[config.mk]
export PLATFORM = sky130hd
export DESIGN_NAME = mem_port_arbiter
export DESIGN_NICKNAME = d
export VERILOG_FILES = /design/src/rtl/riscv_pkg.sv /design/src/rtl/rr_pick2.sv /design/src/rtl/mem_port_arbiter.sv
export SDC_FILE = /design/constraint.sdc
export NUM_CORES = 1
export LEC_CHECK = 0
export BUFFER_PORTS_ARGS = -buffer_cell sky130_fd_sc_hd__buf_2
export CAP_MARGIN = 5
export CORE_MARGIN = 10
export CORE_UTILIZATION = 33
export DETAILED_ROUTE_END_ITERATION = 10
export GPL_TIMING_DRIVEN = 0
export MAX_ROUTING_LAYER = met4
export PLACE_DENSITY_LB_ADDON = 0.08
export SYNTH_ARGS = -nofsm -noshare
export SYNTH_HDL_FRONTEND = slang
export SYNTH_SLANG_ARGS = --single-unit
[constraint.sdc]
create_clock -name clk -period 5.02 [get_ports clk]
set_input_delay 0.502 -clock clk [delete_from_list [all_inputs] [get_ports clk]]
set_output_delay 0.502 -clock clk [all_outputs]
set_load 0.02 [all_outputs]
[src/rtl/riscv_pkg.sv]
// riscv_pkg: shared types for the memory port arbiter
package riscv_pkg;
  typedef enum logic [1:0] {ARB_IDLE, ARB_ISSUE, ARB_WAIT, ARB_DONE} arb_state_t;
  typedef enum logic {GNT_I, GNT_D} arb_gnt_t;
endpackage

[src/rtl/rr_pick2.sv]
// rr_pick2: two-way round-robin picker, the requester that was not granted last wins a tie
module rr_pick2
  import riscv_pkg::*;
(
  input  logic     req_i,
  input  logic     req_d,
  input  arb_gnt_t last,
  output arb_gnt_t gnt,
  output logic     valid
);
  // winner selection
  always_comb begin
    valid = req_i | req_d;
    gnt = (req_i & req_d) ? (last == GNT_I ? GNT_D : GNT_I) : (req_i ? GNT_I : GNT_D);
  end
endmodule

[src/rtl/mem_port_arbiter.sv]
// mem_port_arbiter: shares one memory port between fetch and load/store, one transaction in flight
module mem_port_arbiter
  import riscv_pkg::*;
#(
  parameter int ADDR_W  = 32,
  parameter int DATA_W  = 32,
  parameter int TIMEOUT = 64
) (
  input  logic                clk,
  input  logic                reset,
  input  logic                i_req,
  input  logic [ADDR_W-1:0]   i_addr,
  output logic [DATA_W-1:0]   i_rdata,
  output logic                i_ack,
  input  logic                d_req,
  input  logic [ADDR_W-1:0]   d_addr,
  input  logic [DATA_W/8-1:0] d_we,
  input  logic [DATA_W-1:0]   d_wdata,
  output logic [DATA_W-1:0]   d_rdata,
  output logic                d_ack,
  output logic                err,
  output logic                m_req,
  output logic [ADDR_W-1:0]   m_addr,
  output logic [DATA_W/8-1:0] m_we,
  output logic [DATA_W-1:0]   m_wdata,
  input  logic                m_ready,
  input  logic                m_rvalid,
  input  logic [DATA_W-1:0]   m_rdata,
  output logic                busy
);
  localparam int BE_W = DATA_W / 8;
  localparam int CW = (TIMEOUT > 2) ? $clog2(TIMEOUT) : 1;
  arb_state_t state_q, state_d;
  arb_gnt_t gnt_q, gnt_d, pick;
  logic pick_v, grant, finish, timeout_hit;
  logic [CW-1:0] cnt_q, cnt_d;
  logic m_req_q, m_req_d, i_ack_q, i_ack_d, d_ack_q, d_ack_d, err_q, err_d, busy_q, busy_d;
  logic [ADDR_W-1:0] m_addr_q, m_addr_d;
  logic [BE_W-1:0] m_we_q, m_we_d;
  logic [DATA_W-1:0] m_wdata_q, m_wdata_d, i_rdata_q, i_rdata_d, d_rdata_q, d_rdata_d, resp;

  rr_pick2 u_pick (
    .req_i (i_req),
    .req_d (d_req),
    .last  (gnt_q),
    .gnt   (pick),
    .valid (pick_v)
  );

  assign grant = state_q == ARB_IDLE && pick_v;
  assign timeout_hit = TIMEOUT != 0 && cnt_q == CW'(TIMEOUT - 1) && !m_rvalid;
  assign finish = state_d == ARB_DONE;
  assign resp = m_rvalid ? m_rdata : '0;

  // state register
  always_ff @(posedge clk or posedge reset) begin
    if (reset) state_q <= ARB_IDLE;
    else state_q <= state_d;
  end

  // next state: completion is either a response or an expired WAIT counter
  always_comb begin
    state_d = state_q;
    unique case (state_q)
      ARB_IDLE:  state_d = pick_v ? ARB_ISSUE : ARB_IDLE;
      ARB_ISSUE: state_d = !m_ready ? ARB_ISSUE : (m_rvalid ? ARB_DONE : ARB_WAIT);
      ARB_WAIT:  state_d = (m_rvalid || timeout_hit) ? ARB_DONE : ARB_WAIT;
      default:   state_d = ARB_IDLE;
    endcase
  end

  // next values of the registered outputs; the winner register doubles as last grant
  always_comb begin
    gnt_d = grant ? pick : gnt_q;
    m_addr_d = grant ? (pick == GNT_I ? i_addr : d_addr) : m_addr_q;
    m_we_d = grant ? (pick == GNT_I ? '0 : d_we) : m_we_q;
    m_wdata_d = grant ? (pick == GNT_I ? '0 : d_wdata) : m_wdata_q;
    m_req_d = state_d == ARB_ISSUE;
    busy_d = state_d != ARB_IDLE;
    cnt_d = state_q == ARB_WAIT ? cnt_q + 1'b1 : '0;
    i_ack_d = finish && gnt_q == GNT_I;
    d_ack_d = finish && gnt_q == GNT_D;
    err_d = finish && !m_rvalid;
    i_rdata_d = i_ack_d ? resp : '0;
    d_rdata_d = d_ack_d ? resp : '0;
  end

  // output, capture and counter registers
  always_ff @(posedge clk or posedge reset) begin
    if (reset) begin
      gnt_q <= GNT_D;
      cnt_q <= '0;
      m_req_q <= 1'b0;
      m_addr_q <= '0;
      m_we_q <= '0;
      m_wdata_q <= '0;
      i_ack_q <= 1'b0;
      d_ack_q <= 1'b0;
      err_q <= 1'b0;
      i_rdata_q <= '0;
      d_rdata_q <= '0;
      busy_q <= 1'b0;
    end else begin
      gnt_q <= gnt_d;
      cnt_q <= cnt_d;
      m_req_q <= m_req_d;
      m_addr_q <= m_addr_d;
      m_we_q <= m_we_d;
      m_wdata_q <= m_wdata_d;
      i_ack_q <= i_ack_d;
      d_ack_q <= d_ack_d;
      err_q <= err_d;
      i_rdata_q <= i_rdata_d;
      d_rdata_q <= d_rdata_d;
      busy_q <= busy_d;
    end
  end

  assign m_req = m_req_q;
  assign m_addr = m_addr_q;
  assign m_we = m_we_q;
  assign m_wdata = m_wdata_q;
  assign i_ack = i_ack_q;
  assign d_ack = d_ack_q;
  assign err = err_q;
  assign i_rdata = i_rdata_q;
  assign d_rdata = d_rdata_q;
  assign busy = busy_q;
endmodule
==> summary.md <==
| Metric | Value |
|---|---|
| Crit path launch type | register |
| Commonest non-fill, non-tap cells in the layout | buf_2 (282), dfrtp_1 (145), a22o_1 (36) |
| Clk sinks | around 150 |
| Max Buffers Root-to-Sink | 2 |
| Slew HR | 0.593 |
| Post-CTS Hold Buffers | 0 |
| RSZ-0062 raised after global routing | false |
| First DRT Iteration DRCs | 245 |
| Setup TNS | 0 ns |
| Final period util | 0.365 |
| Placed insts | between 900 and 1k |
| Antenna violation net count after detailed routing | 0 |
| Critical path type | reg2reg |
| Pin count of the biggest net entering global routing | between 80 and 90 |
| Initial Util | 0.337 |
| # IOs | about 280 |
| Global-route met2 utilization | 0.266 |
| Mapped Cells | about 430 |
| H-Tree Depth | 4 |
| Die width | ~150 µm |
| CTS root buffer | clkbuf_16 |
| Core Area | ~17000 µm² |
| Critical-path cell list | clkbuf_1 -> nor2b_1 -> clkbuf_1 -> o21ai_0 -> a2bb2oi_1 |
| TritonCTS Buffers | 17 |
| Worst hold slack | around 0.15 ns |
| Drc violations | 0 |
| Row Count | 47 |
| Total iterations of the first detailed-routing run | 4 |
| Max-cap violations | 0 |
| Die Y | around 150 µm |
| Worst-Skew Late Latency | roughly 0.42 ns |
| Hpwl dp | about 14000 µm |
| Initial antenna violation count | 2 |
| Total Routing Usage GR | 0.173 |
| Compound-cell area share of the yosys netlist | 0.203 |
| Non-Filler Instances | slightly below 1k |
| Synth warn | 0 |
| Slew Limit Fails | 0 |
| Post-CTS sizing | 0 |
| Max Fclk | 546 MHz |
| Gr ovfl total | 0 |
| Hold Path Class | in2async |
| Synth Area per Inst | about 13 µm² |
| CP peak stage delay | 0.52 ns |
| Met3 layer usage reported by global route | 0.0708 |
| Slowest CP cell | dfstp_2 |
| Post-Synth Simple-Gate Area | 0.0983 |
| DR vias | 4739 |
| Status | finished clean |
| Least-Margin Pin Slew | 0.609 ns |
| Synth Net Count | roughly 570 |
| Synth Area in Adders | 0.00224 |
| Critical Path End Type | register |
| Final setup margin | roughly 3.2 ns |
| WP data arrival | about 2.1 ns |
| Post-Route WL | 18900 µm |
| RePlAce Congestion | between 0.8 and 0.9 |
| Number of global-route vias before repair | 5148 |
| Most common cell after layout, fill and taps aside | buf_2 |
| TritonCTS clock tree | yes |
| Busiest layer in global routing | met2 |
| Final min period | roughly 1.8 ns |
| Reg clk slew, reported paths | ~0.060 ns |
| Final hold vios | 0 |
| Most used flip-flop cell after synthesis | dfrtp_1 |
| Final Setup Violations | 0 |
| Post-synthesis sequential area ratio | 0.654 |
| Yosys cell types | 32 |
| Xor/xnor share of the synthesized area | 0.00470 |
| Routed length per instance | just under 20 µm |
| Setup WS pre-CTS | between 3 and 4 ns |
| Number of flops mapped to enable cells by yosys | 0 |
| GRT met1 Usage | 0.207 |
| Synthesized area | roughly 5600 µm² |
| CP most frequent cell | clkbuf_1 |
| #FFs+latches synth | between 100 and 150 |
| Peak VDD IR | about 0.00024 V |
| Power Dens Cells | between 600 and 700 nW/µm² |
| Worst Skew | slightly above 0.009 ns |
| Filler cell count | 1594 |
| Fraction of layout cells with a size suffix above 1 | 0.438 |
| I/O Buffers | approximately 270 |
| Leak pwr | 0.00416 µW |
| Max Fanout on Critical Path | 10 |
| Drt via density | 4.93 |
| Area growth, synth to finish | 40.8% |
| Largest family of logic cells by synthesized area | compound AO/OA/AOI/OAI gates |
| Post-synthesis mux area share | 0 |
| Post-CTS setup buffer count | 0 |
| Final nets | between 800 and 900 |
| Post-synth ARST share | 1.00 |
| Worst EP required | ~5.3 ns |
| Die area | about 23000 µm² |
| First-pass GRT wire length | around 29000 µm |
| Power, Total | approximately 4900 µW |
per-layer routing:
| layer | share of wire | vias up | routed length (µm) |
|---|---|---|---|
| met5 | 0 | - | 0 |
| met4 | 0.0095 | 0 | 179 |
| met3 | 0.098 | 21 | 1860 |
| met2 | 0.49 | 200 | 9210 |
| met1 | 0.41 | 2329 | 7690 |
| li1 | - | 2189 | - |
critical path: cells and delay by family (launching register included):
family,cells,cell delay [ns]
and+or+nand+nor,1,0.21
buffers and inverters,2,0.65
AOI/OAI and AO/OA,2,0.33
DFF,1,0.52
registers in the layout (all words and copies together) (netlist names):
signal,cells
d_rdata,32
i_rdata,32
m_addr,32
m_wdata,32
cnt_q,6
m_we,4
state_q,2
busy,1
d_ack,1
err,1
gnt_q,1
i_ack,1
m_req,1
report_power, final:
| part | internal [µW] | switching (µW) |
|---|---|---|
| Clock | 774 | 494 |
| Sequential | 1550 | 182 |
| Combinational | 722 | 1150 |
| Total | 3040 | 1830 |
final timing paths:
check,from,end,slack [ns],depth (start not counted)
hold / removal,reset,m_wdata[22],0.15,2
hold reg to reg,m_wdata[20],m_wdata[20],0.50,1
max in group asynchronous,reset,i_rdata[24],4.05,3
setup reg to reg,gnt_q,m_addr[18],3.19,5
setup / recovery,gnt_q,m_addr[18],3.19,5
min in group clk,m_rvalid,err,0.28,2
Yosys cell counts, types with 2 or more instances:
master / number / area share
nand3_1: 3 / 0.0027
dfrtp_1: 145 / 0.65
a21oi_1: 4 / 0.0036
nor2_1: 9 / 0.0060
xnor2_1: 2 / 0.0031
a2bb2oi_1: 32 / 0.050
clkbuf_1: 29 / 0.019
o21ai_0: 33 / 0.030
and2_1: 35 / 0.039
buf_2: 9 / 0.0081
nand2_1: 3 / 0.0020
a311oi_1: 33 / 0.052
a22o_1: 36 / 0.056
nand2b_1: 3 / 0.0034
a21o_1: 2 / 0.0027
and3_1: 33 / 0.037
inv_1: 3 / 0.0020
buf_6: 4 / 0.0081
layout make-up:
cell class	count	area, µm²	area share
timing repair buffer	274	1390	0.177
clock inverter	11	128	0.0162
sequential	146	3650	0.465
inverter	3	16.3	0.00207
clock buffer	21	470	0.0598
multi-input combinational	241	1720	0.219
tap	220	275	0.0350
antenna	3	7.51	0.000955
buffer	42	199	0.0253
logic make-up after synthesis:
group | after synthesis
adders and majority gates | 1
AOI/OAI and AO/OA | 144
and+or+nand+nor | 93
xor gates and xnor gates | 3
buffers and inverters | 45
DFF | 146
per-stage QoR:
stage	instance area, µm²	utilization
final	7870	0.474
after global routing	7860	0.474
after CTS	7860	0.474
after detailed placement	7260	0.438
after global placement	7230	0.436
after floorplan	5590	-
Power figures use the tool's default switching activity.
